## src/rtl/video_pkg.sv

```systemverilog
// ---------------------------------------------------------------------------
// video_pkg
// Shared definitions for the frame streaming path: default frame geometry,
// pixel format, the FIFO entry layout and the streaming FSM state encoding.
// ---------------------------------------------------------------------------
package video_pkg;

    localparam int IMAGE_WIDTH  = 320;
    localparam int IMAGE_HEIGHT = 240;
    localparam int FRAME_PIXELS = IMAGE_WIDTH * IMAGE_HEIGHT;
    localparam int ADDR_W       = 17;
    localparam int PIXEL_W      = 12;
    // One FIFO entry carries the pixel plus its start/end-of-packet tags.
    localparam int FIFO_ENTRY_W = PIXEL_W + 2;

    typedef struct packed {
        logic [3:0] r;
        logic [3:0] g;
        logic [3:0] b;
    } rgb444_t;

    typedef struct packed {
        rgb444_t pixel;
        logic    sop;
        logic    eop;
    } fifo_entry_t;

    typedef enum logic [1:0] {
        ST_IDLE   = 2'd0,
        ST_STREAM = 2'd1,
        ST_DRAIN  = 2'd2
    } stream_state_e;

endpackage

```

## src/rtl/stream_fifo2.sv

```systemverilog
// ---------------------------------------------------------------------------
// stream_fifo2
// Two-entry show-ahead FIFO. The oldest entry is always visible on head_o;
// push and pop may happen in the same cycle, including when full.
//
// Ports
//   clk          rising-edge clock
//   reset_n      asynchronous active-low reset, empties the FIFO
//   push_i       write push_data_i this cycle
//   push_data_i  entry to write (pixel + sop + eop)
//   pop_i        discard head this cycle (ignored when empty)
//   head_o       oldest entry (zero after reset)
//   count_o      number of stored entries, 0..2
//   empty_o      count_o == 0
// ---------------------------------------------------------------------------
module stream_fifo2
    import video_pkg::*;
(
    input  logic        clk,
    input  logic        reset_n,
    input  logic        push_i,
    input  fifo_entry_t push_data_i,
    input  logic        pop_i,
    output fifo_entry_t head_o,
    output logic [1:0]  count_o,
    output logic        empty_o
);

    fifo_entry_t mem_q [2];
    fifo_entry_t mem_d [2];
    logic        wr_ptr_q, wr_ptr_d;
    logic        rd_ptr_q, rd_ptr_d;
    logic [1:0]  count_q,  count_d;
    logic        full;
    logic        do_push;
    logic        do_pop;

    assign empty_o = (count_q == 2'd0);
    assign full    = (count_q == 2'd2);
    assign do_pop  = pop_i && !empty_o;
    // A full FIFO can still accept a write when the head leaves in the same cycle.
    assign do_push = push_i && (!full || do_pop);
    assign head_o  = mem_q[rd_ptr_q];
    assign count_o = count_q;

    always_comb begin
        mem_d    = mem_q;
        wr_ptr_d = wr_ptr_q;
        rd_ptr_d = rd_ptr_q;
        count_d  = count_q;
        if (do_push) begin
            mem_d[wr_ptr_q] = push_data_i;
            wr_ptr_d        = ~wr_ptr_q;
        end
        if (do_pop) begin
            rd_ptr_d = ~rd_ptr_q;
        end
        case ({do_push, do_pop})
            2'b10:   count_d = count_q + 2'd1;
            2'b01:   count_d = count_q - 2'd1;
            default: count_d = count_q;
        endcase
    end

    always_ff @(posedge clk or negedge reset_n) begin
        if (!reset_n) begin
            mem_q[0] <= '0;
            mem_q[1] <= '0;
            wr_ptr_q <= 1'b0;
            rd_ptr_q <= 1'b0;
            count_q  <= 2'd0;
        end else begin
            mem_q    <= mem_d;
            wr_ptr_q <= wr_ptr_d;
            rd_ptr_q <= rd_ptr_d;
            count_q  <= count_d;
        end
    end

`ifndef SYNTHESIS
    // Returning read data with no room and no simultaneous pop means the
    // upstream credit check is broken.
    a_no_overflow: assert property (@(posedge clk) disable iff (!reset_n)
        !(push_i && full && !pop_i));
`endif

endmodule

```

## src/rtl/frame_stream_source.sv

```systemverilog
// ---------------------------------------------------------------------------
// frame_stream_source
// Reads one frame of RGB444 pixels from a frame buffer (1-cycle read
// latency) in row-major order and emits it as a packet stream with
// start/end-of-packet markers.
//
// Handshake: a beat transfers on a rising edge where valid_out && ready_in.
// While valid_out is high and ready_in low, valid_out/data_out/sop/eop hold.
//
// Ports
//   clk, reset_n        clock, asynchronous active-low reset (deassertion
//                       is expected to be synchronised by the parent)
//   start               request a frame, sampled only while idle
//   busy                frame in progress (cycle after accept .. eop beat)
//   frame_done          one-cycle pulse on the eop handshake
//   rd_en, rd_addr      frame-buffer read strobe and linear address
//   rd_data             pixel returned one cycle after rd_en
//   ready_in            downstream ready
//   valid_out, startofpacket_out, endofpacket_out, data_out
//                       output stream beat
//   dbg_state_o         current FSM state
// ---------------------------------------------------------------------------
module frame_stream_source #(
    parameter int IMAGE_WIDTH  = video_pkg::IMAGE_WIDTH,
    parameter int IMAGE_HEIGHT = video_pkg::IMAGE_HEIGHT,
    parameter int ADDR_W       = video_pkg::ADDR_W
) (
    input  logic                          clk,
    input  logic                          reset_n,
    input  logic                          start,
    output logic                          busy,
    output logic                          frame_done,
    output logic                          rd_en,
    output logic [ADDR_W-1:0]             rd_addr,
    input  logic [video_pkg::PIXEL_W-1:0] rd_data,
    input  logic                          ready_in,
    output logic                          valid_out,
    output logic                          startofpacket_out,
    output logic                          endofpacket_out,
    output logic [video_pkg::PIXEL_W-1:0] data_out,
    output video_pkg::stream_state_e      dbg_state_o
);

    // ADDR_W must cover the frame: 2**ADDR_W >= IMAGE_WIDTH*IMAGE_HEIGHT.
    localparam int                N_PIX     = IMAGE_WIDTH * IMAGE_HEIGHT;
    localparam logic [ADDR_W-1:0] LAST_ADDR = ADDR_W'(N_PIX - 1);

    video_pkg::stream_state_e state_q, state_d;
    logic [ADDR_W-1:0]        addr_q,  addr_d;
    // The read issued last cycle: its data is on rd_data this cycle.
    logic                     infl_q,     infl_d;
    logic                     infl_sop_q, infl_sop_d;
    logic                     infl_eop_q, infl_eop_d;

    video_pkg::fifo_entry_t   push_entry;
    video_pkg::fifo_entry_t   head;
    logic [1:0]               fifo_count;
    logic                     fifo_empty;
    logic                     handshake;
    logic [2:0]               occupancy;
    logic                     read_ok;

    assign valid_out = !fifo_empty;
    assign handshake = valid_out && ready_in;

    // Entries that will be held after this edge if no new read is issued.
    // Keeping this below 2 before reading guarantees space for every
    // returning pixel, while still allowing one beat per cycle.
    assign occupancy = 3'(fifo_count) + 3'(infl_q) - 3'(handshake);
    assign read_ok   = (occupancy < 3'd2);

    always_comb begin
        state_d    = state_q;
        addr_d     = addr_q;
        rd_en      = 1'b0;
        infl_d     = 1'b0;
        infl_sop_d = 1'b0;
        infl_eop_d = 1'b0;
        case (state_q)
            video_pkg::ST_IDLE: begin
                if (start) begin
                    state_d = video_pkg::ST_STREAM;
                    addr_d  = '0;
                end
            end
            video_pkg::ST_STREAM: begin
                if (read_ok) begin
                    rd_en      = 1'b1;
                    infl_d     = 1'b1;
                    infl_sop_d = (addr_q == '0);
                    infl_eop_d = (addr_q == LAST_ADDR);
                    if (addr_q == LAST_ADDR) begin
                        addr_d  = '0;
                        state_d = video_pkg::ST_DRAIN;
                    end else begin
                        addr_d = addr_q + ADDR_W'(1);
                    end
                end
            end
            video_pkg::ST_DRAIN: begin
                // start is not looked at here, so a start on the eop
                // handshake cycle is dropped.
                if (handshake && head.eop) begin
                    state_d = video_pkg::ST_IDLE;
                end
            end
            default: begin
                state_d = video_pkg::ST_IDLE;
            end
        endcase
    end

    always_ff @(posedge clk or negedge reset_n) begin
        if (!reset_n) begin
            state_q    <= video_pkg::ST_IDLE;
            addr_q     <= '0;
            infl_q     <= 1'b0;
            infl_sop_q <= 1'b0;
            infl_eop_q <= 1'b0;
        end else begin
            state_q    <= state_d;
            addr_q     <= addr_d;
            infl_q     <= infl_d;
            infl_sop_q <= infl_sop_d;
            infl_eop_q <= infl_eop_d;
        end
    end

    always_comb begin
        push_entry       = '0;
        push_entry.pixel = video_pkg::rgb444_t'(rd_data);
        push_entry.sop   = infl_sop_q;
        push_entry.eop   = infl_eop_q;
    end

    stream_fifo2 u_fifo (
        .clk         (clk),
        .reset_n     (reset_n),
        .push_i      (infl_q),
        .push_data_i (push_entry),
        .pop_i       (handshake),
        .head_o      (head),
        .count_o     (fifo_count),
        .empty_o     (fifo_empty)
    );

    assign rd_addr           = addr_q;
    assign busy              = (state_q != video_pkg::ST_IDLE);
    assign frame_done        = handshake && head.eop;
    assign data_out          = head.pixel;
    assign startofpacket_out = head.sop;
    assign endofpacket_out   = head.eop;
    assign dbg_state_o       = state_q;

endmodule

```

## config.mk

```make
export PLATFORM = sky130hd
export DESIGN_NAME = frame_stream_source
export DESIGN_NICKNAME = d
export VERILOG_FILES = /design/src/rtl/video_pkg.sv /design/src/rtl/stream_fifo2.sv /design/src/rtl/frame_stream_source.sv
export SDC_FILE = /design/constraint.sdc
export NUM_CORES = 1
export LEC_CHECK = 0
export BUFFER_PORTS_ARGS = -buffer_cell sky130_fd_sc_hd__buf_2
export CAP_MARGIN = 10
export CORE_ASPECT_RATIO = 1.1
export CORE_MARGIN = 2
export CORE_UTILIZATION = 55
export DETAILED_ROUTE_END_ITERATION = 10
export PLACE_DENSITY_LB_ADDON = 0.3
export SLEW_MARGIN = 20
export SYNTH_ARGS = -nofsm -noshare
export SYNTH_HDL_FRONTEND = slang
export SYNTH_SLANG_ARGS = --single-unit
```

## constraint.sdc

```tcl
create_clock -name clk -period 3.4 [get_ports clk]
set_input_delay 0.68 -clock clk [delete_from_list [all_inputs] [get_ports clk]]
set_output_delay 0.68 -clock clk [all_outputs]
set_load 0.03 [all_outputs]
```

## Word-level counts from Yosys, hierarchy flattened

Index checks and enable logic that the tools add are counted.

- Bits in registers: 54
- Bits in latches: 0
- Memory bits (writable): 0
- Memory bits (read-only): 0
- Output and inout bits: 37
- Word-level logic and storage cells: 79
- Memories kept: 0

- Add/sub/neg operators: 5
- Multiply operators: 0
- Div/mod/pow operators: 0
- Magnitude comparators: 4
- Equality and inequality tests: 10
- Shift-type cells: 0
- Muxes and demuxes: 22
- Bitwise gates (word level): 4
- Reduce and logical (&&, ||, !) cells: 16

Operator list:

| cell | number |
|---|---|
| $mux W14 | 4 |
| $mux W17 | 3 |
| $pmux W17 S2 | 1 |
| $bwmux W28 | 1 |
| $add A17 B1 Y17 const B | 1 |
| $eq A17 B17 Y1 const B | 1 |
| $logic_not A17 Y1 | 1 |
| $demux W14 S1 | 1 |
| $mux W2 | 4 |
| $ne A2 B2 Y1 const B | 4 |
| $eq A2 B2 Y1 const B | 3 |
| $mux W1 | 6 |
| $pmux W2 S3 | 1 |
| $reduce_bool A2 Y1 | 3 |
| $logic_and A1 B1 Y1 | 5 |
| $eq A2 B1 Y1 const B | 2 |
| $ge A2 B2 Y1 const B | 2 |
| $logic_not A2 Y1 | 2 |
| $not A1 Y2 | 2 |
| $pmux W2 S2 | 1 |
| $reduce_and A4 Y1 | 1 |
| $add A2 B1 Y3 | 1 |
| $lt A3 B2 Y1 const B | 1 |
| $reduce_and A3 Y1 | 1 |
| other kinds (7) | 9 |

## Logic depth before layout (Yosys ltp)

- Depth in word-level cells: 8
- Depth in mapped cells: 14

## Hierarchy

From an unflattened synthesis, not the netlist that was laid out.

- Cells, all modules: 260
- Area, all modules: 2875.3 µm²

Modules (own cells, without submodules):

| module | times used | cells each | area an instance (µm²) | seq. area each (µm²) |
|---|---|---|---|---|
| stream_fifo2 | 1 | 112 | 1483.9 | 800.8 |
| frame_stream_source | 1 | 148 | 1391.3 | 550.5 |

## Least setup slack after synthesis

Ideal clock, no wire load.

- Path kind: register to output
- From: register u_fifo.count_q[1], in the netlist u_fifo.count_o[1]
- To: output rd_en
- Data arrival time: 2.344 ns
- Required time: 2.720 ns
- Slack: 0.376 ns
- Cell stages (with the launch flop): 11
- Buffers on the path: 0
- Path through: dfrtp_1 > inv_1 > nand2_1 > nand2_1 > inv_1 > ha_1 > nand2b_1 > fa_1 > xnor2_1 > nand3_2 > inv_2

- Cells in the longest elaborated chain, start to end: 7
- Elaborated cells between the ends (all ways): 8
- Those cells by class: add/sub (2); order compare (1); mux (2); reduce/logical (3)

Ends and longest elaborated chain:

| element | line | source |
|---|---|---|
| from (decl) | stream_fifo2.sv:33 | `logic [1:0] count_q, count_d;` |
| from (signal assigned) | stream_fifo2.sv:76 | `count_q <= count_d;` |
| $logic_not A2 Y1 | stream_fifo2.sv:38 | `assign empty_o = (count_q == 2'd0);` |
| $logic_not A1 Y1 | frame_stream_source.sv:63 | `assign valid_out = !fifo_empty;` |
| net valid_out | frame_stream_source.sv:37 | `output logic valid_out,` |
| $logic_and A1 B1 Y1 | frame_stream_source.sv:64 | `assign handshake = valid_out && ready_in;` |
| $sub A3 B1 Y3 | frame_stream_source.sv:69 | `assign occupancy = 3'(fifo_count) + 3'(infl_q) - 3'(handshake);` |
| $lt A3 B2 Y1 | frame_stream_source.sv:70 | `assign read_ok = (occupancy < 3'd2);` |
| $mux W1 | frame_stream_source.sv:87 | `if (read_ok) begin` |
| $mux W1 | frame_stream_source.sv:79 | `case (state_q)` |
| to (decl) | frame_stream_source.sv:33 | `output logic rd_en,` |

The timed path passes the listed nets, and every way through them passes these cells.

## Final worst setup path

- From: register u_fifo.count_q[1], in the netlist u_fifo.count_o[1]
- To: output rd_en

- Cells in the longest elaborated chain, start to end: 7
- Elaborated cells between the ends (all ways): 8
- Those cells by class: add/sub (2); order compare (1); mux (2); reduce/logical (3)

Ends and longest elaborated chain:

| element | line |
|---|---|
| branches (longest 3 deep; another with $add A2 B1 Y3) | -- |
| $sub A3 B1 Y3 (*) | frame_stream_source.sv:69 |
| $lt A3 B2 Y1 (*) | frame_stream_source.sv:70 |
| $mux W1 (*) | frame_stream_source.sv:87 |
| $mux W1 (*) | frame_stream_source.sv:79 |

Mark *: on every way between the ends.

==> summary.md <==
| Metric | Value |
|---|---|
| Status | finished clean |
| Reg power frac | 34.8% |
| Post-DP HPWL | 3.90 mm |
| Ys async rst share | 100% |
| Vias in the first global route | 2065 |
| Layout Nets | 315 |
| Max Slew Vio Count | 0 |
| Worst Skew | 0.00513 ns |
| Seq/Total Area, Yosys | 50.3% |
| Initial drt markers | 119 |
| DR vias/cell | 5.87 |
| Nature of the critical path endpoint | primary output |
| Worst EP arrival | 2.53 ns |
| Crit-path cells | inv_2 > nand2_1 > nand2_1 > inv_1 > ha_1 > nand2b_1 > fa_2 > xnor2_2 > nand3_2 > inv_2 > clkbuf_4 |
| Synth area leaders | dfrtp_1 (50%), mux2_2 (17%), nand3_1 (3.0%), nand2_1 (2.0%), xnor2_1 (2.0%) |
| Final core occ | 67.2% |
| Root buf cell | clkbuf_8 |
| Yosys Warn Count | 0 |
| Worst skew pair latency | 0.31 ns |
| Drt drc | 0 |
| Synthesized area | 0.00269 mm^2 |
| Initial Util | 57.4% |
| Worst min-delay path class | in -> async |
| Fin crit period | 3.21 ns |
| Peak fanout along the critical path | 3 |
| Tot Pwr | 2.95 mW |
| Final setup fails | 0 |
| CP max-delay cell | dfrtp_2 |
| GP Congestion | 0.770 |
| Net Switching | 1.23 mW |
| Unrepaired setup endpoints after global routing | no |
| Crit Path Class | reg -> out |
| Combinational Power Share | 50.8% |
| Number of core rows | 26 |
| Hold Fails Final Rpt | 0 |
| DRT Wirelength | 5.53 mm |
| Post-Synthesis Cells | 236 |
| Critical path buffer and inverter count | 4 |
| # clock sinks | 54 |
| Synthesized net count | 257 |
| GRT overflow | 0 |
| Clock share of power | 14.5% |
| Final Cycle Share | 94.3% |
| Relative slew slack | 57.0% |
| Longest Clk Path Bufs | 2 |
| Full die area | 0.00546 mm^2 |
| Crit path required time | 2.72 ns |
| Fin Setup TNS | 0 ns |
| Syn_area_per_cell | 11.4 um^2 |
| ANT cells | 0 |
| PortBufs | 52 |
| Initial antenna violation count | 0 |
| Proportion of layout cells with a drive suffix above 1 | 40.3% |
| Post-synth EDFFs | 0 |
| Pint | 1.71 mW |
| First-pass detailed-route iteration total | 4 |
| Lkg Pwr | 1.47 nW |
| Worst-path clk slew | 0.09 ns |
| Synthesis-to-layout area growth | 17.1% |
| Max-cap violation count | 0 |
| CP Launch Type | register |
| Switching share of power | 41.9% |
| CORE AREA | 0.00468 mm^2 |
| Synth unique cells | 40 |
| Min Hold Slack | 0.281 ns |
| Die Ht | 77.3 um |
| Detailed-route via count | 2062 |
| Actual slew at the worst max-slew pin | 0.643 ns |
| Register bit count reported by yosys | 54 |
| Area share of the largest cell type after synthesis | 50.3% |
| Wire per inst | 15.8 um |
| Synth Flop Type | dfrtp_1 |
| Final ANT Viol Nets | 0 |
| CTS tree | built |
| Largest net degree at the start of global routing | 38 |
| H-tree levels | 2 |
| Cell taking the most area after synthesis | dfrtp_1 |
| Total Routing Usage GR | 21.6% |
| Die width | 70.7 um |
| Boundary Pins | 53 |
| Max Fclk | 0.312 GHz |
| Peak VDD IR | 0.460 mV |
| Pwr dens | 936 mW/mm^2 |
| First-pass GRT wire length | 9.46 mm |
| CP top delay family | adder cells |
| Inserted Clock Buffers | 5 |
| Slowest Stage Delay on Critical Path | 0.46 ns |
-- kinds of logic after synthesis --
group,after synthesis,share of synthesized area [%]
buf+inv,18,3.07
fa+ha+maj,5,2.61
compound gates,35,8.80
xor+xnor,6,1.96
mux,45,18.8
simple gates,73,14.5
flops,54,50.3
-- what timing repair did --
| item | CTS | global route |
|---|---|---|
| setup buffers | 0 | 1 |
| endpoints found under the setup margin | 0 | 1 |
| gates resized for setup | 0 | 6 |
| hold buffers | 0 | 0 |
-- flip-flops by register name, indices dropped and copies added (netlist names) --
| signal | flops |
|---|---|
| infl_eop_q | 1 |
| u_fifo.mem_q | 28 |
| rd_addr | 17 |
| infl_q | 1 |
| dbg_state_o | 2 |
| u_fifo.count_o | 2 |
| infl_sop_q | 1 |
| u_fifo.rd_ptr_q | 1 |
| u_fifo.wr_ptr_q | 1 |
-- area by class of cell --
class / count / area (um^2)
Sequential cell: 54 / 1350
Fill cell: 385 / 1540
Timing Repair Buffer: 58 / 308
Multi-Input combinational cell: 164 / 1260
Clock inverter: 2 / 37.5
Inverter: 11 / 41.3
Tap cell: 56 / 70.1
Clock buffer: 6 / 72.6
-- stage by stage --
step                      instances  setup WS [ns]  cell area (um^2)
after floorplan                 236          0.376              2690
after global placement          342          0.404              3010
after detailed placement        342          0.314              3010
after CTS                       350         0.0533              3120
after global routing            351         0.0328              3150
final                           351          0.194              3150
-- layer usage --
metal  up-vias  track usage [%]  share of wire, %
li1        965                -                 -
met1      1019             27.3                43
met2        69             36.8                50
met3         9             3.15               5.2
met4         0             9.25               1.7
met5         -                0                 0
-- cell usage after synthesis (2+ instances only) --
master	instances
dfrtp_1	54
mux2_2	40
nand3_1	16
nand2_1	14
nor2_1	12
inv_1	10
o21ai_0	10
a21oi_1	8
xnor2_1	6
and3_1	5
or3_1	5
ha_1	4
nor3_1	4
buf_2	3
mux2_1	3
nand2b_1	3
nand4_1	3
nor4_1	3
o31ai_1	3
a211oi_1	2
a21o_1	2
a21oi_2	2
a31oi_1	2
and3_4	2
and4_1	2
clkbuf_1	2
mux2i_1	2
o21ai_1	2
-- worst reg2reg max path: cells and delay by family, from the launching register on --
family	cells	cell delay (ns)
flip-flops	1	0.46
AO/OA/AOI/OAI	1	0.23
XOR/XNOR	1	0.20
AND/OR/NAND/NOR	6	0.93
buffers and inverters	3	0.35
adder cells (fa/ha/maj)	2	0.64
-- path summary, 6_finish.rpt --
check                                               end  slack (ns)  cells after the start                     startpoint
setup / recovery                                  rd_en        0.19                     11  u_fifo.count_o[1]$_DFFE_PN0P_
hold / removal              u_fifo.mem_q[5]$_DFFE_PN0P_        0.28                      1                        reset_n
setup reg to reg                 rd_addr[9]$_DFFE_PN0P_        0.53                     13  u_fifo.count_o[1]$_DFFE_PN0P_
hold reg to reg            u_fifo.mem_q[27]$_DFFE_PN0P_        0.49                      1   u_fifo.mem_q[27]$_DFFE_PN0P_
max in group asynchronous  u_fifo.mem_q[18]$_DFFE_PN0P_        2.32                      2                        reset_n
min in group clk           u_fifo.mem_q[27]$_DFFE_PN0P_        0.49                      1   u_fifo.mem_q[27]$_DFFE_PN0P_
-- power groups by stage --
| stage | Combinational (mW) | Sequential, mW | Clock (mW) |
|---|---|---|---|
| 6_report | 1.50 | 1.02 | 0.427 |
| 5_1_grt | 1.61 | 1.05 | 0.461 |
| 4_1_cts | 1.46 | 1.02 | 0.436 |
| 3_5_place_dp | 1.45 | 1.03 | 0 |
| 3_3_place_gp | 1.42 | 1.02 | 0 |
| 2_1_floorplan | 1.05 | 1.04 | 0 |
-- layout by cell type (no fill, tap or decap), drive strengths merged --
master	synthesis	routed
a211oi	2	2
a21o	3	3
a21oi	10	10
a31oi	2	2
a41oi	1	1
and3	7	7
and4	2	2
buf	5	57
bufinv	0	1
clkbuf	2	7
clkinvlp	0	1
dfrtp	54	54
fa	1	1
ha	4	4
inv	11	11
mux2	43	43
mux2i	2	2
nand2	14	14
nand2b	3	3
nand3	17	17
nand4	3	3
nor2	12	12
nor2b	2	2
nor3	4	4
nor4	3	3
nor4b	1	1
o21ai	12	12
o311ai	1	1
o31ai	4	4
or3	5	5
xnor2	6	6
Power figures use the tool's default switching activity.
